**src/rtl/uart_pkg.sv**
```systemverilog
// Shared UART character formatting: data-length encodings plus masking and
// parity helpers used by both the transmit and receive data paths.
package uart_pkg;

   // Widest character any instance may use; narrower characters are zero-extended.
   localparam int MAX_W = 32;

   localparam logic [1:0] LEN_M3   = 2'b00;
   localparam logic [1:0] LEN_M2   = 2'b01;
   localparam logic [1:0] LEN_M1   = 2'b10;
   localparam logic [1:0] LEN_FULL = 2'b11;

   // Keeps the low (width-3+len) bits and zeroes everything at or above that length.
   function automatic logic [MAX_W-1:0] mask_len(input logic [MAX_W-1:0] data,
                                                 input logic [1:0]       len,
                                                 input int               width);
      logic [MAX_W-1:0] m;
      int               keep;
      m    = '0;
      keep = width - 3 + int'(len);
      for (int i = 0; i < MAX_W; i++) begin
         if (i < keep) m[i] = data[i];
      end
      return m;
   endfunction

   function automatic logic calc_parity(input logic [MAX_W-1:0] masked,
                                        input logic             en,
                                        input logic             odd);
      return en ? ((^masked) ^ odd) : 1'b0;
   endfunction

endpackage

```
**src/rtl/uart_data_fmt.sv**
```systemverilog
// Combinational character formatter: masks to the selected length and
// produces the parity bit over the surviving bits.
module uart_data_fmt
   import uart_pkg::*;
#(
   parameter int WIDTH = 8
) (
   input  logic [WIDTH-1:0] data,
   input  logic [1:0]       data_len,
   input  logic             parity_en,
   input  logic             parity_odd,
   output logic [WIDTH-1:0] masked,
   output logic             parity
);

   logic [MAX_W-1:0] wide;
   logic [MAX_W-1:0] wide_m;

   always_comb begin
      wide              = '0;
      wide[WIDTH-1:0]   = data;
   end

   assign wide_m = mask_len(wide, data_len, WIDTH);
   assign masked = wide_m[WIDTH-1:0];
   // Upper bits of wide_m are always zero, so reducing the full vector is exact.
   assign parity = calc_parity(wide_m, parity_en, parity_odd);

endmodule

```
**src/rtl/uart_data_fifo.sv**
```systemverilog
// UART character buffer: DEPTH entries of masked data plus a precomputed
// parity bit, first-word-fall-through read side, sticky overflow flag.
module uart_data_fifo
   import uart_pkg::*;
#(
   parameter  int WIDTH = 8,
   parameter  int DEPTH = 4,
   localparam int AW    = $clog2(DEPTH)
) (
   input  logic             clk,
   input  logic             arst_n,
   input  logic [1:0]       data_len,
   input  logic             parity_en,
   input  logic             parity_odd,
   input  logic             wr_en,
   input  logic [WIDTH-1:0] data_in,
   input  logic             rd_en,
   output logic [WIDTH-1:0] data_out,
   output logic             parity_out,
   output logic             full,
   output logic             empty,
   output logic [AW:0]      count,
   output logic             overflow,
   input  logic             clr_ovf
);

   logic [WIDTH:0]   mem [DEPTH];
   logic [AW-1:0]    wp;
   logic [AW-1:0]    rp;
   logic [AW:0]      cnt;
   logic [WIDTH-1:0] fmt_data;
   logic             fmt_par;
   logic             do_wr;
   logic             do_rd;

   uart_data_fmt #(.WIDTH(WIDTH)) u_fmt (
      .data       (data_in),
      .data_len   (data_len),
      .parity_en  (parity_en),
      .parity_odd (parity_odd),
      .masked     (fmt_data),
      .parity     (fmt_par)
   );

   // Handshake: wr_en/rd_en are requests sampled on the rising edge. A write
   // is taken when there is room or a read frees a slot in the same cycle; a
   // read is taken whenever the buffer holds data. Rejected requests are lost.
   assign do_wr = wr_en && (!full || rd_en);
   assign do_rd = rd_en && !empty;

   assign full       = (cnt == (AW+1)'(DEPTH));
   assign empty      = (cnt == '0);
   assign count      = cnt;
   assign data_out   = empty ? '0 : mem[rp][WIDTH-1:0];
   assign parity_out = empty ? 1'b0 : mem[rp][WIDTH];

   // Storage is not reset; its contents are unobservable while empty.
   always_ff @(posedge clk) begin
      if (do_wr) mem[wp] <= {fmt_par, fmt_data};
   end

   always_ff @(posedge clk or negedge arst_n) begin
      if (!arst_n) begin
         wp       <= '0;
         rp       <= '0;
         cnt      <= '0;
         overflow <= 1'b0;
      end else begin
         if (do_wr) wp <= wp + AW'(1);
         if (do_rd) rp <= rp + AW'(1);
         case ({do_wr, do_rd})
            2'b10:   cnt <= cnt + (AW+1)'(1);
            2'b01:   cnt <= cnt - (AW+1)'(1);
            default: cnt <= cnt;
         endcase
         // A dropped write takes priority over a clear in the same cycle.
         if (wr_en && full && !rd_en) overflow <= 1'b1;
         else if (clr_ovf)            overflow <= 1'b0;
      end
   end

endmodule

```
**config.mk**
```make
export PLATFORM = sky130hd
export DESIGN_NAME = uart_data_fifo
export DESIGN_NICKNAME = d
export VERILOG_FILES = /design/src/rtl/uart_pkg.sv /design/src/rtl/uart_data_fmt.sv /design/src/rtl/uart_data_fifo.sv
export SDC_FILE = /design/constraint.sdc
export NUM_CORES = 1
export LEC_CHECK = 0
export ABC_CLOCK_PERIOD_IN_PS = 3700
export BUFFER_PORTS_ARGS = -buffer_cell sky130_fd_sc_hd__buf_2
export CAP_MARGIN = 10
export CORE_MARGIN = 4
export CORE_UTILIZATION = 62
export CTS_BUF_LIST = sky130_fd_sc_hd__clkbuf_4
export DETAILED_ROUTE_END_ITERATION = 6
export PLACE_DENSITY = 0.87
export SYNTH_ARGS = -nofsm -noshare
export SYNTH_HDL_FRONTEND = slang
export SYNTH_SLANG_ARGS = --single-unit
```
**constraint.sdc**
```tcl
create_clock -name clk -period 3.7 [get_ports clk]
set_clock_uncertainty 0.15 [all_clocks]
set_input_delay 0.37 -clock clk [delete_from_list [all_inputs] [get_ports clk]]
set_output_delay 0.37 -clock clk [all_outputs]
set_load 0.05 [all_outputs]
```
* Yosys cells after proc, flatten, opt, wreduce, memory -nomap -nowiden
Memories as Yosys holds them, arrays and structs flattened.
Index checks and enable logic that the tools add are counted.
** Word-level totals
- Register bits :: 8
- RAM bits :: 36
- Input bits :: 17
- Output and inout bits :: 15
- Word-level logic and storage cells :: 50
- Memories kept :: 1
** Operators by class
- Add/subtract/negate cells :: 5
- $lt $le $gt $ge :: 8
- Eq/ne operators :: 3
- Mux-type cells :: 16
- Bitwise gates (word level) :: 1
- Reduce and logical (&&, ||, !) cells :: 12
** Memory list
- mem :: words 4, bits a word 9, read ports 1, clocked after memory_dff 0, write ports 1, RTL line uart_data_fifo.sv:27 : logic [WIDTH:0] mem [DEPTH];
** Operator list (number)
- < comparator 4 x 32 -> 1 bit (first input constant) :: 4
- < comparator 3 x 32 -> 1 bit (first input constant) :: 2
- < comparator 1 x 32 -> 1 bit (first input constant) :: 1
- < comparator 2 x 32 -> 1 bit (first input constant) :: 1
- XOR reduction 32 bit :: 1
- two-way mux 1 bit :: 14
- two-way mux 8 bit :: 1
- case mux 3 bit (2 select lines) :: 1
- adder 2 x 1 -> 2 bit (second input constant) :: 2
- adder 3 x 2 -> 4 bit (first input constant) :: 1
- logical AND 1 bit :: 4
- nonzero test 2 bit :: 2
- adder 3 x 1 -> 3 bit (second input constant) :: 1
- == test 3 bit (second input constant) :: 1
- zero test 1 bit :: 3
- zero test 3 bit :: 1
- subtractor 3 x 1 -> 3 bit (second input constant) :: 1
- == test 2 x 1 -> 1 bit (second input constant) :: 1
- == test 2 bit (second input constant) :: 1
- logical OR 1 bit :: 1
- bitwise XOR 1 bit :: 1

* Logic depth before layout (Yosys ltp)
- Depth after elaboration :: 6
- Mapped depth :: 10
- Depth with buffers taken out :: 10

* By module
From an unflattened synthesis, not the netlist that was laid out.
** Unflattened totals
- Cells, all modules :: 119
- Area total of the unflattened synthesis :: 2001.9 µm²
** By module, submodules not included
- uart_data_fifo :: times used 1, cells each 101, area each 1836.8 µm²
- uart_data_fmt :: times used 1, cells each 18, area each 165.2 µm²

* Least setup slack after synthesis
OpenSTA, ideal clock, no wires.
- Path type :: reg2reg
- From :: register cnt[2], in the netlist count[2]
- To :: register cnt[2], in the netlist count[2]
- Library setup time :: 0.082 ns
- Arrival time :: 2.760 ns
- Data required time :: 3.468 ns
- Setup slack :: 0.709 ns
- Stages on the path, launching flop included :: 11
- Period minus slack after synthesis :: 2.991 ns
- Cells stage by stage :: dfrtp_1 nor3b_2 and2b_1 nor2b_2 inv_1 ha_1 inv_1 fa_1 xor2_1 nor2_1 xor2_1
** Between the ends
- Word-level cells in the longest chain between the ends :: 6
- Elaborated cells between the ends (all ways) :: 13
- Those cells by class :: 2 x add/sub; 3 x eq/ne; 1 x mux; 7 x reduce/logical
** RTL lines
- start, declared :: RTL line uart_data_fifo.sv:30 : logic [AW:0] cnt;
- start signal, assigned :: RTL line uart_data_fifo.sv:72 : 2'b10: cnt <= cnt + (AW+1)'(1);
- start signal, assigned :: RTL line uart_data_fifo.sv:73 : 2'b01: cnt <= cnt - (AW+1)'(1);
- start signal, assigned :: RTL line uart_data_fifo.sv:74 : default: cnt <= cnt;
- == test 3 bit * :: RTL line uart_data_fifo.sv:51 : assign full = (cnt == (AW+1)'(DEPTH));
- named net full :: RTL line uart_data_fifo.sv:20 : output logic full,
- zero test 1 bit * :: RTL line uart_data_fifo.sv:48 : assign do_wr = wr_en && (!full || rd_en);
- logical OR 1 bit * :: RTL line uart_data_fifo.sv:48
- logical AND 1 bit * :: RTL line uart_data_fifo.sv:48
- == test 2 x 1 -> 1 bit / == test 2 bit (equally long branches) :: RTL line uart_data_fifo.sv:71 : case ({do_wr, do_rd})
- case mux 3 bit (2 select lines) / nonzero test 2 bit (equally long branches)
The timed path passes the listed nets; every way through them passes the cells marked *.
A chain may end at the register's enable or synchronous reset.

* Worst setup path after layout
- From :: register rp[0]
- To :: output port data_out[5]
** Between the ends
- Word-level cells in the longest chain between the ends :: 2
** RTL lines
- start, declared :: RTL line uart_data_fifo.sv:29 : logic [AW-1:0] rp;
- start signal, assigned :: RTL line uart_data_fifo.sv:70 : if (do_rd) rp <= rp + AW'(1);
- memory read (4 x 9 bit)
- two-way mux 8 bit :: RTL line uart_data_fifo.sv:54 : assign data_out = empty ? '0 : mem[rp][WIDTH-1:0];
- end, declared :: RTL line uart_data_fifo.sv:18 : output logic [WIDTH-1:0] data_out,
Every way passes these cells.

==> flow_metrics.tcl <==
set metrics [dict create \
    startpoint "rp[0]$_DFFE_PN0P_" \
    yosysSeqAreaShare_pct 65.56 \
    synth-adder-area-share_pct 4.225 \
    drive_above_1_share_pct 37.09 \
    yosys.area_share.simple_pct 8.515 \
    drt-met1-wl_um 1235 \
    start_util_pct 64.55 \
    crit_type "reg2out" \
    antenna_cells 0 \
    dr.first_iter.drc_count 36 \
    slew_headroom_pct 56.09 \
    path_cells "mux4_2, nor2b_1, buf_2" \
    yosysUniqueCellTypes 28 \
    route.detailed.wl_per_inst_um 16.60 \
    clock_sinks 44 \
    p_sw_uw 851.1 \
    cts_tree "built" \
    yosysWarnings 0 \
    antenna_found_initial 0 \
    cts_resized 0 \
    rsz0062_at_grt "no" \
    setup_viol 0 \
    switching_share_pct 44.32 \
    ys.flop_type "edfxtp_1" \
    fin_crit_sh_pct 70.01 \
    io_buffers 31 \
    syn_to_final_growth_pct 13.57 \
    slowest_delay_ps 780 \
    drt_pre_antenna_iters 4 \
    worst_r2r_path_depth 9 \
    worst_r2r_endpoint "count[2]$_DFFE_PN0P_" \
    die-area_um2 4115 \
    place_area_um2 2152 \
    synth_top_cell_area_share_pct 55.31 \
    core_area_um2 3028 \
    met2WireLength_um 1746 \
    worst_path_max_delay_cell "dfrtp_1" \
    stdcell_area_um2 2220 \
    grt_pass1_vias 1126 \
    path_max_fanout 11 \
    period_needed_ps 2590 \
    cp-start-kind "flip-flop" \
    gp_congestion 0.7301 \
    power.leakage_nw 0.8798 \
    grt_start_max_net_pins 14 \
    slew_violations 0 \
    wl_met3_um 190 \
    hold_viol_final 0 \
    timing.setup.tns_ps 0 \
    synth_seq_cells 44 \
    max_freq_ghz 0.3860 \
    grtUsageTotal_pct 18.64 \
    peakVddDrop_v 0.0003747 \
    cts_max_level 2 \
    clockPowerShare_pct 12.0 \
    clkLatencyLatePin_ps 350 \
    fillers 212 \
    ios 32 \
    worst_pin_slew_ps 658.6 \
    vias 1038 \
    cts_root_buffer "clkbuf_4" \
    post-route-util_pct 73.31 \
    synth_top_family_by_area "multiplexers" \
    layout_common_cells "edfxtp_1 (36), buf_2 (31), nor2b_1 (10)" \
    netlist_area_um2 1954 \
    synth_top_area_cell "edfxtp_1" \
    nNetsFinal 173 \
    fp.dieW_um 64.15 \
    min_to "overflow$_DFFE_PN0P_" \
    r2r_slack_ps 1410 \
    synth_xor_area_share_pct 6.466 \
    ant_nets 0 \
    maxCapViolCount 0 \
    synth_area_leaders "edfxtp_1 (55%), mux4_2 (10%), dfrtp_1 (10%)" \
    rows 20 \
    vias_per_cell 5.323 \
    synthArstFlopShare_pct 18.18 \
    seq_power_share_pct 40.6 \
    r2r_start "count[0]$_DFFE_PN0P_" \
    p_comb_share_pct 47.4 \
    finalHoldWorstSlack_ps 57.61 \
    cp.required_ps 3180 \
    top_layer_used "met4" \
    final_common_cell "edfxtp_1" \
    outcome "finished clean" \
    crit_family "flip-flops" \
    whs_path_depth 2 \
    holdCritPathClass "in2reg" \
    clkTransAtPathRegs_ps 110 \
    postSynthAreaPerCell_um2 17.14 \
    hp-start "clr_ovf" \
    cts_made_buffers 5 \
    powerDensity_nw_per_um2 865.2 \
    drc 0 \
    syn_inst 114 \
    dieHeight_um 64.15 \
    end_kind "output pin" \
    synth_fp_nets 137 \
    overflow 0 \
    synth_compound_area_share_pct 1.921 \
    synthMuxAreaShare_pct 10.95 \
    grt_pass1_wl_um 5395 \
    path_buf_inv 1 \
    finalWirelength_um 3237 \
    synth-edff-count 36 \
    clock_path_buffers 2 \
    p_int_mw 1.069 \
    dp_hpwl_um 2386 \
    arrival_ps 2070 \
]
## area by class of cell
| cell class | instances | area [µm²] | area share [%] |
|---|---|---|---|
| Sequential cell | 44 | 1281 | 57.72 |
| Multi-Input combinational cell | 59 | 626.9 | 28.24 |
| Timing Repair Buffer | 33 | 172.7 | 7.779 |
| Tap cell | 44 | 55.05 | 2.480 |
| Clock buffer | 7 | 52.55 | 2.368 |
| Inverter | 7 | 26.28 | 1.184 |
| Clock inverter | 1 | 5.005 | 0.2255 |
## synth_stat cells, types with 2 or more instances
cell type and count:
and2_1 5, clkbuf_1 2, dfrtp_1 8, edfxtp_1 36, ha_1 5, inv_1 7
mux4_2 9, nand2_1 3, nor2b_1 10, o21ai_0 3, xnor2_1 6, xor2_1 4
## how the worst max path moves through the flow
| stage | endpoint | slack [ps] | cells past startpoint |
|---|---|---|---|
| finish | data_out[5] | 1110 | 3 |
| global route | data_out[5] | 960 | 3 |
| CTS | data_out[6] | 1070 | 3 |
| detailed placement | count[2]$_DFFE_PN0P_ | 1400 | 9 |
| global placement | count[2]$_DFFE_PN0P_ | 1530 | 9 |
| floorplan | count[2]$_DFFE_PN0P_ | 710 | 10 |
## registers in the layout (all words and copies together) (netlist names)
register,count
rp,2
wp,2
overflow,1
count,3
mem,36
## logic make-up after synthesis
family | Yosys count
adder cells (fa/ha/maj) | 6
multiplexers | 10
XOR/XNOR | 12
buffers and inverters | 11
flip-flops | 44
AO/OA/AOI/OAI | 5
AND/OR/NAND/NOR | 26
## through the flow
step	cells	worst slack, ps	power, mW
3_5_place_dp	186	1404	1.714
2_1_floorplan	114	708.5	1.507
4_1_cts	195	1073	1.941
3_3_place_gp	186	1526	1.670
5_1_grt	195	960.1	2.036
6_report	195	1110	1.920
## layer usage
layer,global-route usage (%),vias up
met5,0,-
met4,7.916,0
met3,6.151,6
met2,32.65,26
met1,20.69,527
li1,-,479
## repair_timing
item                                   4_1_cts  5_1_grt
hold buffers                                 1        0
endpoints found under the hold margin        8        0
buffers inserted                             0        0
setup endpoints to repair                    0        0
## power groups by stage
stage,sequential [mW],clock (mW),combinational [mW]
2_1_floorplan,0.790,0,0.716
3_5_place_dp,0.793,0,0.921
5_1_grt,0.803,0.254,0.979
3_3_place_gp,0.777,0,0.893
6_report,0.779,0.230,0.911
4_1_cts,0.781,0.236,0.923
(Power assumes the default switching activity.)
